**config.mk**
```make
export PLATFORM = sky130hd
export DESIGN_NAME = seg_display_ctrl
export DESIGN_NICKNAME = d
export VERILOG_FILES = /design/src/rtl/seg_display_ctrl.sv
export SDC_FILE = /design/constraint.sdc
export NUM_CORES = 1
export LEC_CHECK = 0
export BUFFER_PORTS_ARGS = -buffer_cell sky130_fd_sc_hd__buf_2
export CAP_MARGIN = 20
export CELL_PAD_IN_SITES_DETAIL_PLACEMENT = 0
export CELL_PAD_IN_SITES_GLOBAL_PLACEMENT = 1
export CORE_MARGIN = 4
export CORE_UTILIZATION = 45
export CTS_CLUSTER_DIAMETER = 80
export DETAILED_ROUTE_END_ITERATION = 12
export GPL_ROUTABILITY_DRIVEN = 0
export HOLD_SLACK_MARGIN = 0.12
export MAX_ROUTING_LAYER = met4
export PLACE_DENSITY = 0.72
export SYNTH_ARGS = -nofsm -noshare
export SYNTH_HDL_FRONTEND = slang
export SYNTH_SLANG_ARGS = --single-unit
export TNS_END_PERCENT = 50
```
**constraint.sdc**
```tcl
create_clock -name sys_clk -period 4.68 [get_ports sys_clk]
set_input_delay 0.468 -clock sys_clk [delete_from_list [all_inputs] [get_ports sys_clk]]
set_output_delay 0.468 -clock sys_clk [all_outputs]
set_load 0.02 [all_outputs]
```
**src/rtl/seg_display_ctrl.sv**
```systemverilog
// Eight-digit multiplexed 7-segment driver for the vending machine front panel.
// Shows state-dependent text plus three money fields converted to BCD by a shared serial converter.
module seg_display_ctrl #(
    parameter int unsigned SCAN_DIV  = 100000,
    parameter int unsigned BLINK_DIV = 25000000
) (
    input  logic       sys_clk,
    input  logic       sys_rst_n,
    input  logic [5:0] state_in,
    input  logic [7:0] input_money,
    input  logic [7:0] need_money,
    input  logic [7:0] change_money,
    output logic [7:0] Bit_select,
    output logic [7:0] Seg_select
);

    localparam int unsigned SCAN_W  = $clog2(SCAN_DIV);
    localparam int unsigned BLINK_W = $clog2(BLINK_DIV);
    localparam logic [SCAN_W-1:0]  SCAN_LAST  = SCAN_W'(SCAN_DIV - 1);
    localparam logic [BLINK_W-1:0] BLINK_LAST = BLINK_W'(BLINK_DIV - 1);

    localparam logic [5:0] ST_IDLE   = 6'b000001;
    localparam logic [5:0] ST_GOODS1 = 6'b000010;
    localparam logic [5:0] ST_GOODS2 = 6'b000100;
    localparam logic [5:0] ST_PAY    = 6'b001000;
    localparam logic [5:0] ST_CHANGE = 6'b010000;
    localparam logic [5:0] ST_TEMP   = 6'b100000;

    localparam logic [7:0] G_DASH  = 8'hBF;
    localparam logic [7:0] G_BLANK = 8'hFF;
    localparam logic [7:0] G_C     = 8'hC6;
    localparam logic [7:0] G_G     = 8'hC2;
    localparam logic [7:0] G_P     = 8'h8C;

    typedef enum logic {CV_LOAD, CV_SHIFT} cv_state_e;

    function automatic logic [7:0] digit_glyph(input logic [3:0] v);
        case (v)
            4'd0:    digit_glyph = 8'hC0;
            4'd1:    digit_glyph = 8'hF9;
            4'd2:    digit_glyph = 8'hA4;
            4'd3:    digit_glyph = 8'hB0;
            4'd4:    digit_glyph = 8'h99;
            4'd5:    digit_glyph = 8'h92;
            4'd6:    digit_glyph = 8'h82;
            4'd7:    digit_glyph = 8'hF8;
            4'd8:    digit_glyph = 8'h80;
            4'd9:    digit_glyph = 8'h90;
            default: digit_glyph = G_BLANK;
        endcase
    endfunction

    // Leading-zero suppression: pos 2 = hundreds, 1 = tens, 0 = units.
    function automatic logic [7:0] field_glyph(input logic [11:0] bcd, input logic [1:0] pos);
        case (pos)
            2'd2:    field_glyph = (bcd[11:8] == 4'd0) ? G_BLANK : digit_glyph(bcd[11:8]);
            2'd1:    field_glyph = (bcd[11:4] == 8'd0) ? G_BLANK : digit_glyph(bcd[7:4]);
            default: field_glyph = digit_glyph(bcd[3:0]);
        endcase
    endfunction

    function automatic logic [3:0] add3(input logic [3:0] nib);
        add3 = (nib >= 4'd5) ? nib + 4'd3 : nib;
    endfunction

    logic [1:0]         rst_sync_q, rst_sync_d;
    logic               rst_core_n;
    logic [SCAN_W-1:0]  scan_cnt_q, scan_cnt_d;
    logic [2:0]         idx_q, idx_d;
    logic [BLINK_W-1:0] blink_cnt_q, blink_cnt_d;
    logic               phase_q, phase_d;
    cv_state_e          cv_state_q, cv_state_d;
    logic [1:0]         cv_sel_q, cv_sel_d;
    logic [2:0]         cv_cnt_q, cv_cnt_d;
    logic [7:0]         op_q, op_d;
    logic [19:0]        work_q, work_d;
    logic [11:0]        bcd_in_q, bcd_in_d, bcd_need_q, bcd_need_d, bcd_chg_q, bcd_chg_d;
    logic [7:0]         bit_sel_q, bit_sel_d, seg_sel_q, seg_sel_d;
    logic [7:0]         operand_c;
    logic [11:0]        adj_c;
    logic [19:0]        shifted_c;

    // Release is synchronized; assertion stays asynchronous through the clear.
    assign rst_sync_d = {rst_sync_q[0], 1'b1};
    assign rst_core_n = rst_sync_q[1];

    always_ff @(posedge sys_clk or negedge sys_rst_n) begin
        if (!sys_rst_n) rst_sync_q <= '0;
        else            rst_sync_q <= rst_sync_d;
    end

    always_comb begin
        case (cv_sel_q)
            2'd1:    operand_c = need_money;
            2'd2:    operand_c = change_money;
            default: operand_c = input_money;
        endcase
        adj_c     = {add3(work_q[19:16]), add3(work_q[15:12]), add3(work_q[11:8])};
        shifted_c = {adj_c, work_q[7:0]} << 1;
    end

    // Scan prescaler, blink timer and serial double-dabble converter.
    always_comb begin
        scan_cnt_d  = scan_cnt_q + SCAN_W'(1);
        idx_d       = idx_q;
        blink_cnt_d = blink_cnt_q + BLINK_W'(1);
        phase_d     = phase_q;
        cv_state_d  = cv_state_q;
        cv_sel_d    = cv_sel_q;
        cv_cnt_d    = cv_cnt_q;
        op_d        = op_q;
        work_d      = work_q;
        bcd_in_d    = bcd_in_q;
        bcd_need_d  = bcd_need_q;
        bcd_chg_d   = bcd_chg_q;

        if (scan_cnt_q == SCAN_LAST) begin
            scan_cnt_d = '0;
            idx_d      = idx_q + 3'd1;
        end

        if (state_in != ST_TEMP) begin
            blink_cnt_d = '0;
            phase_d     = 1'b0;
        end else if (blink_cnt_q == BLINK_LAST) begin
            blink_cnt_d = '0;
            phase_d     = ~phase_q;
        end

        case (cv_state_q)
            CV_LOAD: begin
                op_d       = operand_c;
                work_d     = {12'd0, operand_c};
                cv_cnt_d   = 3'd0;
                cv_state_d = CV_SHIFT;
            end
            default: begin
                // A changed operand restarts its own conversion rather than waiting a full round.
                if (operand_c != op_q) begin
                    cv_state_d = CV_LOAD;
                end else begin
                    work_d   = shifted_c;
                    cv_cnt_d = cv_cnt_q + 3'd1;
                    if (cv_cnt_q == 3'd7) begin
                        case (cv_sel_q)
                            2'd1:    bcd_need_d = shifted_c[19:8];
                            2'd2:    bcd_chg_d  = shifted_c[19:8];
                            default: bcd_in_d   = shifted_c[19:8];
                        endcase
                        cv_sel_d   = (cv_sel_q == 2'd2) ? 2'd0 : cv_sel_q + 2'd1;
                        cv_state_d = CV_LOAD;
                    end
                end
            end
        endcase
    end

    // Glyph is chosen for the next index so enable and segments change together.
    always_comb begin
        bit_sel_d = ~(8'd1 << idx_d);
        seg_sel_d = G_BLANK;
        case (state_in)
            ST_IDLE:   seg_sel_d = G_DASH;
            ST_GOODS1: if (idx_d == 3'd7) seg_sel_d = G_G;
                       else if (idx_d == 3'd6) seg_sel_d = digit_glyph(4'd1);
            ST_GOODS2: if (idx_d == 3'd7) seg_sel_d = G_G;
                       else if (idx_d == 3'd6) seg_sel_d = digit_glyph(4'd2);
            ST_PAY:    if (idx_d == 3'd7) seg_sel_d = G_P;
                       else if (idx_d >= 3'd4) seg_sel_d = field_glyph(bcd_need_q, 2'(idx_d - 3'd4));
                       else if (idx_d <= 3'd2) seg_sel_d = field_glyph(bcd_in_q, idx_d[1:0]);
            ST_CHANGE: if (idx_d == 3'd7) seg_sel_d = G_C;
                       else if (idx_d <= 3'd2) seg_sel_d = field_glyph(bcd_chg_q, idx_d[1:0]);
            ST_TEMP:   if (idx_d <= 3'd2 && !phase_q) seg_sel_d = field_glyph(bcd_in_q, idx_d[1:0]);
            default:   seg_sel_d = G_BLANK;
        endcase
    end

    always_ff @(posedge sys_clk or negedge rst_core_n) begin
        if (!rst_core_n) begin
            scan_cnt_q  <= '0;
            idx_q       <= 3'd0;
            blink_cnt_q <= '0;
            phase_q     <= 1'b0;
            cv_state_q  <= CV_LOAD;
            cv_sel_q    <= 2'd0;
            cv_cnt_q    <= 3'd0;
            op_q        <= 8'd0;
            work_q      <= 20'd0;
            bcd_in_q    <= 12'd0;
            bcd_need_q  <= 12'd0;
            bcd_chg_q   <= 12'd0;
            bit_sel_q   <= 8'hFE;
            seg_sel_q   <= 8'hFF;
        end else begin
            scan_cnt_q  <= scan_cnt_d;
            idx_q       <= idx_d;
            blink_cnt_q <= blink_cnt_d;
            phase_q     <= phase_d;
            cv_state_q  <= cv_state_d;
            cv_sel_q    <= cv_sel_d;
            cv_cnt_q    <= cv_cnt_d;
            op_q        <= op_d;
            work_q      <= work_d;
            bcd_in_q    <= bcd_in_d;
            bcd_need_q  <= bcd_need_d;
            bcd_chg_q   <= bcd_chg_d;
            bit_sel_q   <= bit_sel_d;
            seg_sel_q   <= seg_sel_d;
        end
    end

    assign Bit_select = bit_sel_q;
    assign Seg_select = seg_sel_q;

endmodule

```
======== Word-level counts from Yosys, hierarchy flattened ========
Memory sizes are Yosys's and may differ from the RTL's.
Index checks and enable logic that the tools add are counted.
storage, ports and cells
  output and inout port bits .............. 16
  memories ................................ 12
  word-level logic and storage cells ...... 121
  bits in read-only memories .............. 1344
  flip-flop bits (word level) ............. 134
  bits of input ports ..................... 32
memories
  memory           depth  bits a word  rd ports  clocked after Yosys merged registers in  write ports  RTL line  RTL
  (no name shown)  16     7            1         0                                        0            38        case (v)
  (no name shown)  16     7            1         0                                        0            38
  (no name shown)  16     7            1         0                                        0            38
  (no name shown)  16     7            1         0                                        0            38
  (no name shown)  16     7            1         0                                        0            38
  (no name shown)  16     7            1         0                                        0            38
  +6 memories      --     --           --        --                                       --           --
operators by class
  magnitude comparators ................... 5
  mux-type cells .......................... 41
  eq/ne operators ......................... 20
  add/sub/neg operators ................... 9
  bitwise operators ....................... 4
  reduce and logical (&&, ||, !) cells .... 14
  shift operators ......................... 1
operators by type and width
  cell                   count
  $mux 8                 14
  $pmux 8 s2             5
  $mux 25                2
  $pmux 8 s6             1
  $mux 20                2
  $add 25x1->25 const B  1
  $eq 25x25->1 const B   1
  $logic_not 8->1        3
  $add 17x1->17 const B  1
  $eq 17x17->1 const B   1
  $mux 17                1
  $mux 3                 5
  $mux 7                 2
  $ge 4x3->1 const B     3
  $logic_not 4->1        3
  $reduce_and 4->1       3
  $eq 3x3->1 const B     3
  $add 4x2->4 const B    2
  $mux 4                 2
  $ne 8x8->1             1
  $not 8->8              1
  $shl 1x3->8 const A    1
  $add 3x1->3 const B    2
  $eq 2x1->1 const B     3
  23 further kinds       31

======== Longest topological paths before layout ========
Gate-level depths: netlist of run 1.
  depth after elaboration ................. 8
  depth in mapped cells ................... 15
  depth with buffers taken out ............ 14

======== Worst setup path after synthesis of run 1 ========
No wires, ideal clock.
  path type ............................... reg-to-reg
  from .................................... register scan_cnt_q[5]
  to ...................................... register seg_sel_q[5] (netlist: Seg_select[5])
  stages on the path, launching flop included .. 13
  slack ................................... 1.579 ns
  arrival ................................. 3.009 ns
  data required time ...................... 4.588 ns
  cells stage by stage .................... dfrtp_1 -> or4b_4 -> nor4_4 -> clkbuf_1 -> o21a_1 -> inv_1 -> ha_1 -> clkbuf_1 -> nand2_1 -> a21oi_1 -> a221o_1 -> a211oi_1 -> o211ai_1
on the way
  longest elaborated chain between the ends .. 8
RTL lines
  what                                         RTL line  RTL
  from (decl)                                  68        logic [SCAN_W-1:0] scan_cnt_q, scan_cnt_d;
  from (signal assigned)                       195       scan_cnt_q <= scan_cnt_d;
  $eq 17x17->1 (*)                             117       if (scan_cnt_q == SCAN_LAST) begin
  $mux 3 (*)                                   117
  via idx_d[1]                                 69        logic [2:0] idx_q, idx_d;
  $sub 2x1->2, or another cell as far along    169       else if (idx_d >= 3'd4) seg_sel_d = field_glyph(bcd_need_q, 2'(idx_d - 3'd4));
  $eq 2x1->1, or another cell as far along     55        case (pos)
  $pmux 8 s2 / $mux 8 (equally long branches)  55, 170
  $mux 8                                       169
  $mux 8                                       168       ST_PAY: if (idx_d == 3'd7) seg_sel_d = G_P;
  $pmux 8 s6 (*)                               162       case (state_in)
  via seg_sel_d[5]                             78        logic [7:0] bit_sel_q, bit_sel_d, seg_sel_q, seg_sel_d;
  to (signal assigned)                         208       seg_sel_q <= seg_sel_d;
  to (decl)                                    78
The timed path passes the listed nets; every way through them passes the cells marked *.
A chain may end at the register's enable or synchronous reset.

======== Final worst setup path of run 1 ========
  from .................................... register scan_cnt_q[5]
  to ...................................... register seg_sel_q[6] (netlist: Seg_select[6])
on the way
  longest elaborated chain between the ends .. 8
RTL lines
  what                                         RTL line
  $eq 17x17->1 (*)                             117
  $mux 3 (*)                                   117
  $sub 2x1->2, or another cell as far along    169
  $eq 2x1->1, or another cell as far along     55
  $pmux 8 s2 / $mux 8 (equally long branches)  55, 170
  $mux 8                                       169
  $mux 8                                       168
  $pmux 8 s6 (*)                               162
  via seg_sel_d[6]                             78
Marks and branches as above.

==> impl_metrics.toml, run 1 <==
[route]
route.antenna.remaining_nets = 0
drc = 0
detailedRoute.firstPassIterationCount = 5
wl_per_cell_um = 16.0
drt-total-wl_um = 20000
vias = 6740
vias_per_cell = 5.39
dr.first_iter.drc_count = 350

[global_routing]
first_global_vias = 6474
antenna_found_initial = 0
grt_remaining_overflow = 0
pin_count_of_the_biggest_net_entering_global_routing = 77
first_pass_grt_wire_length_um = 33400
gr-usage-all-layers = 0.196

[setup_path]
cp_data_arrival_time_ns = 3.94
cp-start-kind = "flip-flop"
worstReg2RegStart = "scan_cnt_q[5]"
critPathCaptureType = "flip-flop"
timing.critical_path.required_ns = 5.03
reg2reg_path_depth = 12
critPathKind = "reg2reg"
timing.reg2reg.setup_slack_ns = 1.09
path_max_fanout = 18
regToRegEndpoint = "Seg_select[6]"

[yosys]
ys_seq_elements = 133
synthesis.area_um2 = 8660
post_synth_most_frequent_cells = "sky130_fd_sc_hd__nor2_1, sky130_fd_sc_hd__dfrtp_1, sky130_fd_sc_hd__nand2_1, sky130_fd_sc_hd__ha_1, sky130_fd_sc_hd__a21oi_1"
synth.lib_cells_used.distinct = 73
fraction_of_the_mapped_netlist_area_in_compound_gates = 0.163
synth-edff-count = 0
synthAdderAreaFrac = 0.0939
synth.largest_area_cell = "sky130_fd_sc_hd__dfrtp_1"
muxShareOfSynthArea = 0.0773
yosys-top-cells-area = "sky130_fd_sc_hd__dfrtp_1, sky130_fd_sc_hd__ha_1, sky130_fd_sc_hd__nor2_1"
syn_area_per_cell_um2 = 9.13
yosys_warnings = 0
yosysSeqAreaShare = 0.386
top_area_cell_type_share_of_the_netlist_area = 0.344
synth_async_sr_flop_share = 1.00
ys_dominant_reg_cell = "sky130_fd_sc_hd__dfrtp_1"
yosysMostFrequentCell = "sky130_fd_sc_hd__nor2_1"
post_synthesis_share_of_cell_area_spent_on_and_or_nand_and_nor_gates = 0.178
synthXorXnorAreaFrac = 0.0546
netlist_instances = 949
largest_family_of_logic_cells_by_synthesized_area = "simple AND/OR/NAND/NOR gates"

[placed_design]
placedInstanceArea_um2 = 9090
port_buffers = 46
place_hpwl_um = 14700
detailedPlace.worstSlack_ns = 1.14

[outcome]
outcome = "finished clean"

[floorplan]
row_count = 50
die_area_um2 = 21500
initial_utilization = 0.460
die_ht_um = 147
floorplan.core_area_um2 = 18800
die_x_um = 147
floorplan.io_pins = 48

[final_layout]
nets = 1076
sequential_cell_area_um2 = 3350
drive_gt1_frac = 0.153
final.fill_count = 1783
n_antenna_cell = 0
area_delta_synth_final_pct = 12.1
area_of_the_multi_input_gates_um2 = 4920
final_area_um2 = 9710

[cts]
cts.htree.levels = 4
cts_buffer_depth = 2
cts_made_buffers = 17
cts.reportedPaths.clkPinSlew_ns = 0.06
cts_tree = "yes"
cts.sinks = 133
clockRootBuffer = "sky130_fd_sc_hd__clkbuf_16"
clock_latency_ns = 0.41
post-cts-setup-buffer-count = 0

[worst_hold_path]
timing.hold.worst_path_depth = 0
hold_path.class = "reg2reg"
timing.hold.worst_endpoint = "rst_sync_q[1]"
hold_path.startpoint = "rst_sync_q[0]"

[power]
netSwitchingPower_uw = 649
p_leak_nw = 4.24
seq_power_share = 0.445
power_mw = 2.84
power.combinational.fraction = 0.066
p_per_area_nw_per_um2 = 293
switching_portion_of_total_power = 0.228
power.share.clock = 0.488
worst_ir_drop_vdd_v = 0.000249
p_int_mw = 2.19

[sta]
rsz0062_at_grt = "false"
fmax_ghz = 0.278
finalSetupViolCount = 0
layout_worst_path_cycle_share = 0.768
final.setup.worst_slack_ns = 1.09
min_period_ns = 3.59
post_route_setup_tns_ns = 0
max_slew_margin = 0.304
smallest_hold_slack_ns = 0.351
timing_worst_slew_pin_value_ns = 1.04
slew_viol_final = 0
hold_violations = 0
final.setup_skew_ns = 0.0118

[flow_run]
cap_viol_max_count = 0
==> per-layer routing <==
metal  up-vias  part of all wire  GRT usage
met5         -                 0          -
met4         0             0.017     0.0597
met3        28             0.034     0.0290
met2       130              0.45      0.300
met1      3203              0.50      0.270
li1       3379                 -          -
==> power by group through the flow <==
stage	sequential (mW)	clock [mW]	combinational (mW)
after CTS	1.27	1.42	0.193
after floorplan	1.28	0	0.128
after global placement	1.28	0	0.191
after detailed placement	1.29	0	0.192
after global routing	1.27	1.47	0.212
final	1.26	1.39	0.189
==> worst max-delay path by stage <==
stage / from / to / slack, ns
2_1_floorplan: rst_sync_q[1] / Bit_select[0] / 0.72
3_3_place_gp: scan_cnt_q[5] / Seg_select[6] / 1.21
3_5_place_dp: scan_cnt_q[5] / Seg_select[6] / 1.14
4_1_cts: scan_cnt_q[5] / Seg_select[6] / 1.11
5_1_grt: scan_cnt_q[6] / Seg_select[0] / 0.85
6_report: scan_cnt_q[5] / Seg_select[6] / 1.09
==> placed cells by master, fill, tap and decap left out, types with 5 or more instances in the layout <==
cell type,n
sky130_fd_sc_hd__nand2b_1,19
sky130_fd_sc_hd__o31ai_1,10
sky130_fd_sc_hd__clkbuf_16,17
sky130_fd_sc_hd__a31oi_1,7
sky130_fd_sc_hd__inv_1,49
sky130_fd_sc_hd__nor4_1,6
sky130_fd_sc_hd__a22o_1,7
sky130_fd_sc_hd__dfrtp_1,118
sky130_fd_sc_hd__xor2_1,25
sky130_fd_sc_hd__a21oi_1,59
sky130_fd_sc_hd__ha_1,65
sky130_fd_sc_hd__xnor2_1,29
sky130_fd_sc_hd__nand4_1,9
sky130_fd_sc_hd__o221ai_1,5
sky130_fd_sc_hd__a311o_1,8
sky130_fd_sc_hd__buf_2,46
sky130_fd_sc_hd__nor3_1,15
sky130_fd_sc_hd__nand3b_1,5
sky130_fd_sc_hd__nand2_1,71
sky130_fd_sc_hd__nor2b_1,12
sky130_fd_sc_hd__nor2_1,125
sky130_fd_sc_hd__buf_4,7
sky130_fd_sc_hd__mux2_2,39
sky130_fd_sc_hd__mux2i_1,23
sky130_fd_sc_hd__and3_1,6
sky130_fd_sc_hd__o21ai_0,52
sky130_fd_sc_hd__a211oi_1,8
sky130_fd_sc_hd__o211ai_1,9
sky130_fd_sc_hd__dfstp_2,14
sky130_fd_sc_hd__nand3_1,25
sky130_fd_sc_hd__a21o_1,13
==> layout make-up <==
cell class,instances,share of cell area
well taps,260,0.0335
flip-flops and latches,133,0.345
repair buffers,55,0.0322
inverters,51,0.0202
clock buffers,21,0.0464
multi-input cells,721,0.507
clock inverters,9,0.0160
==> registers in the layout, indices dropped and copies added (netlist names), 2 cells and up <==
signal       flops
Bit_select       8
Seg_select       7
bcd_chg_q       12
bcd_in_q        12
bcd_need_q      12
blink_cnt_q     25
cv_cnt_q         3
cv_sel_q         2
idx_q            3
op_q             8
rst_sync_q       2
scan_cnt_q      17
work_q          20
==> kinds of logic after synthesis <==
kind of cell / after synthesis
AND/OR/NAND/NOR: 320
adder cells (fa/ha/maj): 65
XOR/XNOR: 54
multiplexers: 62
flip-flops: 133
AO/OA/AOI/OAI: 218
buffers and inverters: 96
other: 1
==> per-stage QoR <==
stage               std cells   util
finish                   1250  0.515
global route             1250  0.515
CTS                      1250  0.515
detailed placement       1219  0.483
global placement         1219  0.483
floorplan                 950      -
==> critical path, stage by stage (launching register included) <==
cell,delay (ns)
sky130_fd_sc_hd__dfrtp_1,0.43
sky130_fd_sc_hd__or4b_4,0.58
sky130_fd_sc_hd__nor4_4,0.28
sky130_fd_sc_hd__buf_4,0.24
sky130_fd_sc_hd__xnor2_1,0.12
sky130_fd_sc_hd__ha_1,0.60
sky130_fd_sc_hd__buf_4,0.30
sky130_fd_sc_hd__inv_1,0.15
sky130_fd_sc_hd__and3_1,0.17
sky130_fd_sc_hd__nor4_1,0.21
sky130_fd_sc_hd__o31a_1,0.23
sky130_fd_sc_hd__o32ai_1,0.08
sky130_fd_sc_hd__nand4b_1,0.12
==> repair_timing <==
item,CTS,global route
hold buffers,1,0
resized for setup,0,0
endpoints found under the setup margin,0,0
endpoints found under the hold margin,2,0
No activity file was read; power rests on OpenSTA's default activity.
==> run 2, diff against run 1 <==
Settings changed: ABC_AREA from default to 1, CORE_UTILIZATION 45 to 41, PLACE_DENSITY 0.72 to 0.73.
Clock period 4.68 ns to 3.19 ns, I/O delays scaled along.
==> run 2 against run 1 <==
Net effect: sequential share of layout area is 1.4 points lower; setup slack got worse by 0.73 ns; combinational power grew 79%; largest cell class unchanged; final area is 4.4% higher; register-to-register slack got worse by 0.73 ns; wire length rose by 9.2%.
==> impl_metrics.toml, run 2 <==
[floorplan]
initial_utilization = 0.422
die_ht_um = 156
die_area_um2 = 24400
floorplan.io_pins = 48
die_x_um = 156
floorplan.core_area_um2 = 21400
row_count = 53

[cts]
cts.htree.levels = 4
post-cts-setup-buffer-count = 0
cts_tree = "yes"
clockRootBuffer = "sky130_fd_sc_hd__clkbuf_16"
cts.sinks = 133
cts.reportedPaths.clkPinSlew_ns = 0.06
cts_made_buffers = 17
cts_buffer_depth = 2
clock_latency_ns = 0.42

[route]
route.antenna.remaining_nets = 0
vias_per_cell = 4.93
wl_per_cell_um = 13.5
dr.first_iter.drc_count = 422
vias = 7934
detailedRoute.firstPassIterationCount = 5
drc = 0
drt-total-wl_um = 21800

[worst_hold_path]
hold_path.class = "in2async"

[setup_path]
timing.critical_path.required_ns = 3.54
critPathCaptureType = "flip-flop"
path_max_fanout = 43
critPathKind = "reg2reg"
cp-start-kind = "flip-flop"
cp_data_arrival_time_ns = 3.19

[yosys]
syn_area_per_cell_um2 = 7.03
netlist_instances = 1282
yosys_warnings = 0
synth.largest_area_cell = "sky130_fd_sc_hd__dfrtp_1"
ys_dominant_reg_cell = "sky130_fd_sc_hd__dfrtp_1"
synthesis.area_um2 = 9020
post_synth_most_frequent_cells = "sky130_fd_sc_hd__nand2_1, sky130_fd_sc_hd__inv_1, sky130_fd_sc_hd__nand3_1, sky130_fd_sc_hd__dfrtp_1, sky130_fd_sc_hd__nor2_1"
ys_seq_elements = 133
synth-edff-count = 0
yosysMostFrequentCell = "sky130_fd_sc_hd__nand2_1"
top_area_cell_type_share_of_the_netlist_area = 0.330
synth.lib_cells_used.distinct = 34
synth_async_sr_flop_share = 1.00
yosys-top-cells-area = "sky130_fd_sc_hd__dfrtp_1, sky130_fd_sc_hd__nand2_1, sky130_fd_sc_hd__ha_1"
yosysSeqAreaShare = 0.371

[global_routing]
grt_remaining_overflow = 0
antenna_found_initial = 0
first_pass_grt_wire_length_um = 37200
gr-usage-all-layers = 0.190
first_global_vias = 7517
pin_count_of_the_biggest_net_entering_global_routing = 61

[sta]
rsz0062_at_grt = "false"
finalSetupViolCount = 0
fmax_ghz = 0.352
layout_worst_path_cycle_share = 0.890
final.setup_skew_ns = 0.00892
hold_violations = 0
slew_viol_final = 0
timing_worst_slew_pin_value_ns = 0.814
min_period_ns = 2.84
max_slew_margin = 0.457
post_route_setup_tns_ns = 0

[final_layout]
largestRegisters = "blink_cnt_q: 25 flops, work_q: 20 flops, scan_cnt_q: 17 flops"
nets = 1419
area_delta_synth_final_pct = 12.4
final_cells = 1610
final.fill_count = 2173
registers.top_by_ff_count = "blink_cnt_q"
largest_reg_flops = 25
drive_gt1_frac = 0.0936
n_antenna_cell = 0
mostFrequentLayoutCells = "sky130_fd_sc_hd__nand2_1, sky130_fd_sc_hd__inv_1, sky130_fd_sc_hd__nand3_1"
sequential_cell_area_um2 = 3350
layout_commonest_cell = "sky130_fd_sc_hd__nand2_1"
area_of_the_multi_input_gates_um2 = 4900
post-route-util = 0.474

[placed_design]
port_buffers = 46
place.detailed.instances = 1577
place_hpwl_um = 16200

[power]
p_leak_nw = 4.89
p_per_area_nw_per_um2 = 415
worst_ir_drop_vdd_v = 0.000289

[outcome]
outcome = "finished clean"

[flow_run]
cap_viol_max_count = 0
## run 2: cell count changes after synthesis, sizes merged, moves of 13 or more
cell and delta:
mux2i -23, mux2 -39, a21o -13, nand4 +26
nand2b -19, nand2 +310, a21oi -18, o21ai +43
nand3 +103, xnor2 -25, inv +104
## run 2: path summary, 6_finish.rpt
path | from | end | slack [ns] | depth (start not counted)
max reg2reg | cv_sel_q[0] | bcd_need_q[1] | 0.35 | 12
min | sys_rst_n | rst_sync_q[1] | 0.21 | 2
min reg2reg | rst_sync_q[0] | rst_sync_q[1] | 0.35 | 0
min in group sys_clk | input_money[7] | op_q[7] | 0.26 | 5
max | cv_sel_q[0] | bcd_need_q[1] | 0.35 | 12
max in group asynchronous | rst_sync_q[1] | bcd_chg_q[1] | 1.94 | 1
## run 2: cell type report
type	count	area share
Multi-Input combinational cell	956	0.484
Inverter	154	0.0571
Timing Repair Buffer	60	0.0371
Clock inverter	11	0.0124
Tap cell	275	0.0340
Sequential cell	133	0.331
Clock buffer	21	0.0454
## run 2: kinds of logic after synthesis
kind of cell    count (synthesis)  share of synthesized area
other cells                     1                   0.000416
simple gates                  707                      0.335
buf+inv                       194                     0.0867
fa+ha+maj                      65                     0.0902
compound gates                161                     0.0964
flops                         133                      0.371
xor+xnor                       21                     0.0204
## run 2: what timing repair did
item | 4_1_cts | 5_1_grt
hold buffers | 1 | 0
resized for setup | 0 | 2
setup endpoints to repair | 0 | 6
endpoints found under the hold margin | 2 | 0
## run 2: stage by stage
step | hold slack, ns | total power [mW] | worst slack [ns] | instance area (µm²)
final | 0.207 | 4.20 | 0.352 | 10100
after global routing | 0.189 | 4.40 | 0.0647 | 10100
after CTS | 0.193 | 4.26 | 0.189 | 10100
after detailed placement | 0.107 | 2.28 | 0.230 | 9530
after global placement | 0.105 | 2.28 | 0.250 | 9530
after floorplan | 0.0234 | 2.16 | 0.830 | 9020
## run 2: routing by layer
layer	track usage	wire length, µm
met1	0.270	11100
met2	0.290	9840
met3	0.0301	628
met4	0.0401	187
met5	-	0
## run 2: critical path: stages, from the launching register on
cell and delay (ns):
sky130_fd_sc_hd__dfrtp_1 0.39, sky130_fd_sc_hd__inv_1 0.08, sky130_fd_sc_hd__ha_1 0.67, sky130_fd_sc_hd__nand3_1 0.17, sky130_fd_sc_hd__o21ai_2 0.10, sky130_fd_sc_hd__xor2_1 0.17
sky130_fd_sc_hd__nand2_1 0.12, sky130_fd_sc_hd__nor2_4 0.19, sky130_fd_sc_hd__nand2_4 0.16, sky130_fd_sc_hd__nor2_4 0.21, sky130_fd_sc_hd__buf_12 0.25, sky130_fd_sc_hd__nand3_1 0.13
sky130_fd_sc_hd__nand2_1 0.09
## run 2: report_power, final
group,switching [mW],internal [mW]
registers,0.107,1.80
logic,0.219,0.119
clock network,0.758,1.20
==> run 3, diff against run 2 <==
Settings changed: BUFFER_PORTS_ARGS -buffer_cell sky130_fd_sc_hd__buf_2 to -buffer_cell sky130_fd_sc_hd__buf_4.
==> run 3 against run 2 <==
Net effect: final area is 2.1% higher; combinational power is 9.5% higher; setup slack better by 0.041 ns; power is 4.8% higher; global-route usage is 0.10 points lower; fmax is 1.5% higher; wire length is 0.34% lower; sequential share of layout area is 0.68 points lower; hold slack better by 0.011 ns; critical path type unchanged; critical endpoint is now Seg_select[2].
==> impl_metrics.toml, run 3 (same netlist as run 2, synthesis figures left out) <==
[global_routing]
grt.met2_usage = 0.285
met3_usage = 0.0299
antenna_found_initial = 0
gr-usage-all-layers = 0.189
first_pass_grt_wire_length_um = 37100
groute.layer.met1.usage = 0.271
top_usage_layer = "met2"
pin_count_of_the_biggest_net_entering_global_routing = 71
first_global_vias = 7528
grt_remaining_overflow = 0

[setup_path]
path_max_fanout = 16
timing.reg2reg.setup_slack_ns = 0.39
critical_path.n_buffers_inverters = 2
crit_family = "simple AND/OR/NAND/NOR gates"
critPathCaptureType = "flip-flop"
timing.critical_path.required_ns = 3.54
crit_cells = 17
worst_path_max_delay_cell = "sky130_fd_sc_hd__ha_1"
max_stage_delay_ns = 0.48
critical-path-top-cell-by-count = "sky130_fd_sc_hd__nand2_1"
cp_data_arrival_time_ns = 3.15
reg2reg_path_depth = 17
critPathKind = "reg2reg"
cp-start-kind = "flip-flop"
critical_path.cell_chain = "ha_1, nand3_1, nor2_1, nand3_1, nand2_1, nand2_1, inv_1, ha_1, buf_4, a21oi_1, nand2_1, nand2_1, nand2_1, nand2_1, nand2_1, nand2_1, nand2_1"

[floorplan]
initial_utilization = 0.422
floorplan.core_area_um2 = 21400
floorplan.io_pins = 48
die_area_um2 = 24400
die_x_um = 156
die_ht_um = 156
row_count = 53

[route]
detailedRoute.firstPassIterationCount = 5
drt-total-wl_um = 21700
vias = 7986
vias_per_cell = 4.94
dr.first_iter.drc_count = 597
wl_per_cell_um = 13.4
route.antenna.remaining_nets = 0
drc = 0

[placed_design]
place_hpwl_um = 16400
place.detailed.instances = 1584
port_buffers = 46

[final_layout]
largestRegisters = "blink_cnt_q: 25 flops, work_q: 20 flops, scan_cnt_q: 17 flops"
registers.top_by_ff_count = "blink_cnt_q"
area_of_the_multi_input_gates_um2 = 4900
area_delta_synth_final_pct = 14.7
layout_commonest_cell = "sky130_fd_sc_hd__nand2_1"
nets = 1426
largest_reg_flops = 25
drive_gt1_frac = 0.0991
mostFrequentLayoutCells = "sky130_fd_sc_hd__nand2_1, sky130_fd_sc_hd__inv_1, sky130_fd_sc_hd__nand3_1"
n_antenna_cell = 0
final.fill_count = 2217
final_cells = 1617
sequential_cell_area_um2 = 3350

[power]
worst_ir_drop_vdd_v = 0.000344
p_per_area_nw_per_um2 = 425
p_leak_nw = 5.01

[sta]
max_slew_margin = 0.503
post_route_setup_tns_ns = 0
final.setup_skew_ns = 0.0109
hold_violations = 0
fmax_ghz = 0.358
finalSetupViolCount = 0
slew_viol_final = 0
timing_worst_slew_pin_value_ns = 0.746
layout_worst_path_cycle_share = 0.877
min_period_ns = 2.80
rsz0062_at_grt = "false"

[cts]
cts_made_buffers = 17
cts_tree = "yes"
clock_latency_ns = 0.42
clockRootBuffer = "sky130_fd_sc_hd__clkbuf_16"
cts.htree.levels = 4
cts.sinks = 133
cts.reportedPaths.clkPinSlew_ns = 0.06
cts_buffer_depth = 2

[worst_hold_path]
hold_path.class = "in2async"

[outcome]
outcome = "finished clean"

[flow_run]
cap_viol_max_count = 0
-- run 3: cell types whose count changed in the layout (fill, tap and decap cells not counted), sizes merged --
cell      delta
bufinv       +2
inv          +2
clkinvlp     -1
clkbuf       -2
clkinv       -1
buf          +7
-- run 3: path summary, 6_finish.rpt --
kind	startpoint	end
max	scan_cnt_q[0]	Seg_select[2]
min	sys_rst_n	rst_sync_q[1]
max reg2reg	scan_cnt_q[0]	Seg_select[2]
min reg2reg	rst_sync_q[1]	blink_cnt_q[21]
max in group asynchronous	rst_sync_q[1]	bcd_need_q[1]
min in group sys_clk	input_money[4]	work_q[4]
-- run 3: routing by layer --
metal  share of wire  up-vias
li1                -     4237
met1            0.52     3633
met2            0.44      103
met3           0.028       13
met4          0.0096        0
met5               0        -
-- run 3: timing repair --
action,CTS,global route
setup endpoints to repair,0,1
setup buffers,0,0
hold endpoints to repair,2,0
gates resized for setup,0,1
hold buffers,1,0
-- run 3: layout make-up --
class / count / area share
clock buffers: 19 / 0.0438
clock inverters: 13 / 0.0187
inverters: 154 / 0.0559
multi-input cells: 956 / 0.473
flip-flops and latches: 133 / 0.324
well taps: 275 / 0.0333
repair buffers: 67 / 0.0513
-- run 3: report_power, final --
part | internal (mW) | switching (mW) | total, mW | leakage (nW)
logic | 0.132 | 0.239 | 0.370 | 2.93
clock network | 1.36 | 0.777 | 2.14 | 0.315
registers | 1.80 | 0.0880 | 1.89 | 1.76
-- run 3: through the flow --
stage	setup slack (ns)	area, µm²	hold slack, ns	power, mW	utilization
4_1_cts	0.359	10300	0.202	4.46	0.484
5_1_grt	0.0156	10300	0.203	4.60	0.484
6_report	0.393	10300	0.218	4.40	0.484
3_3_place_gp	0.443	9680	0.102	2.30	0.454
2_1_floorplan	0.830	9020	0.0234	2.16	-
3_5_place_dp	0.381	9680	0.104	2.29	0.454
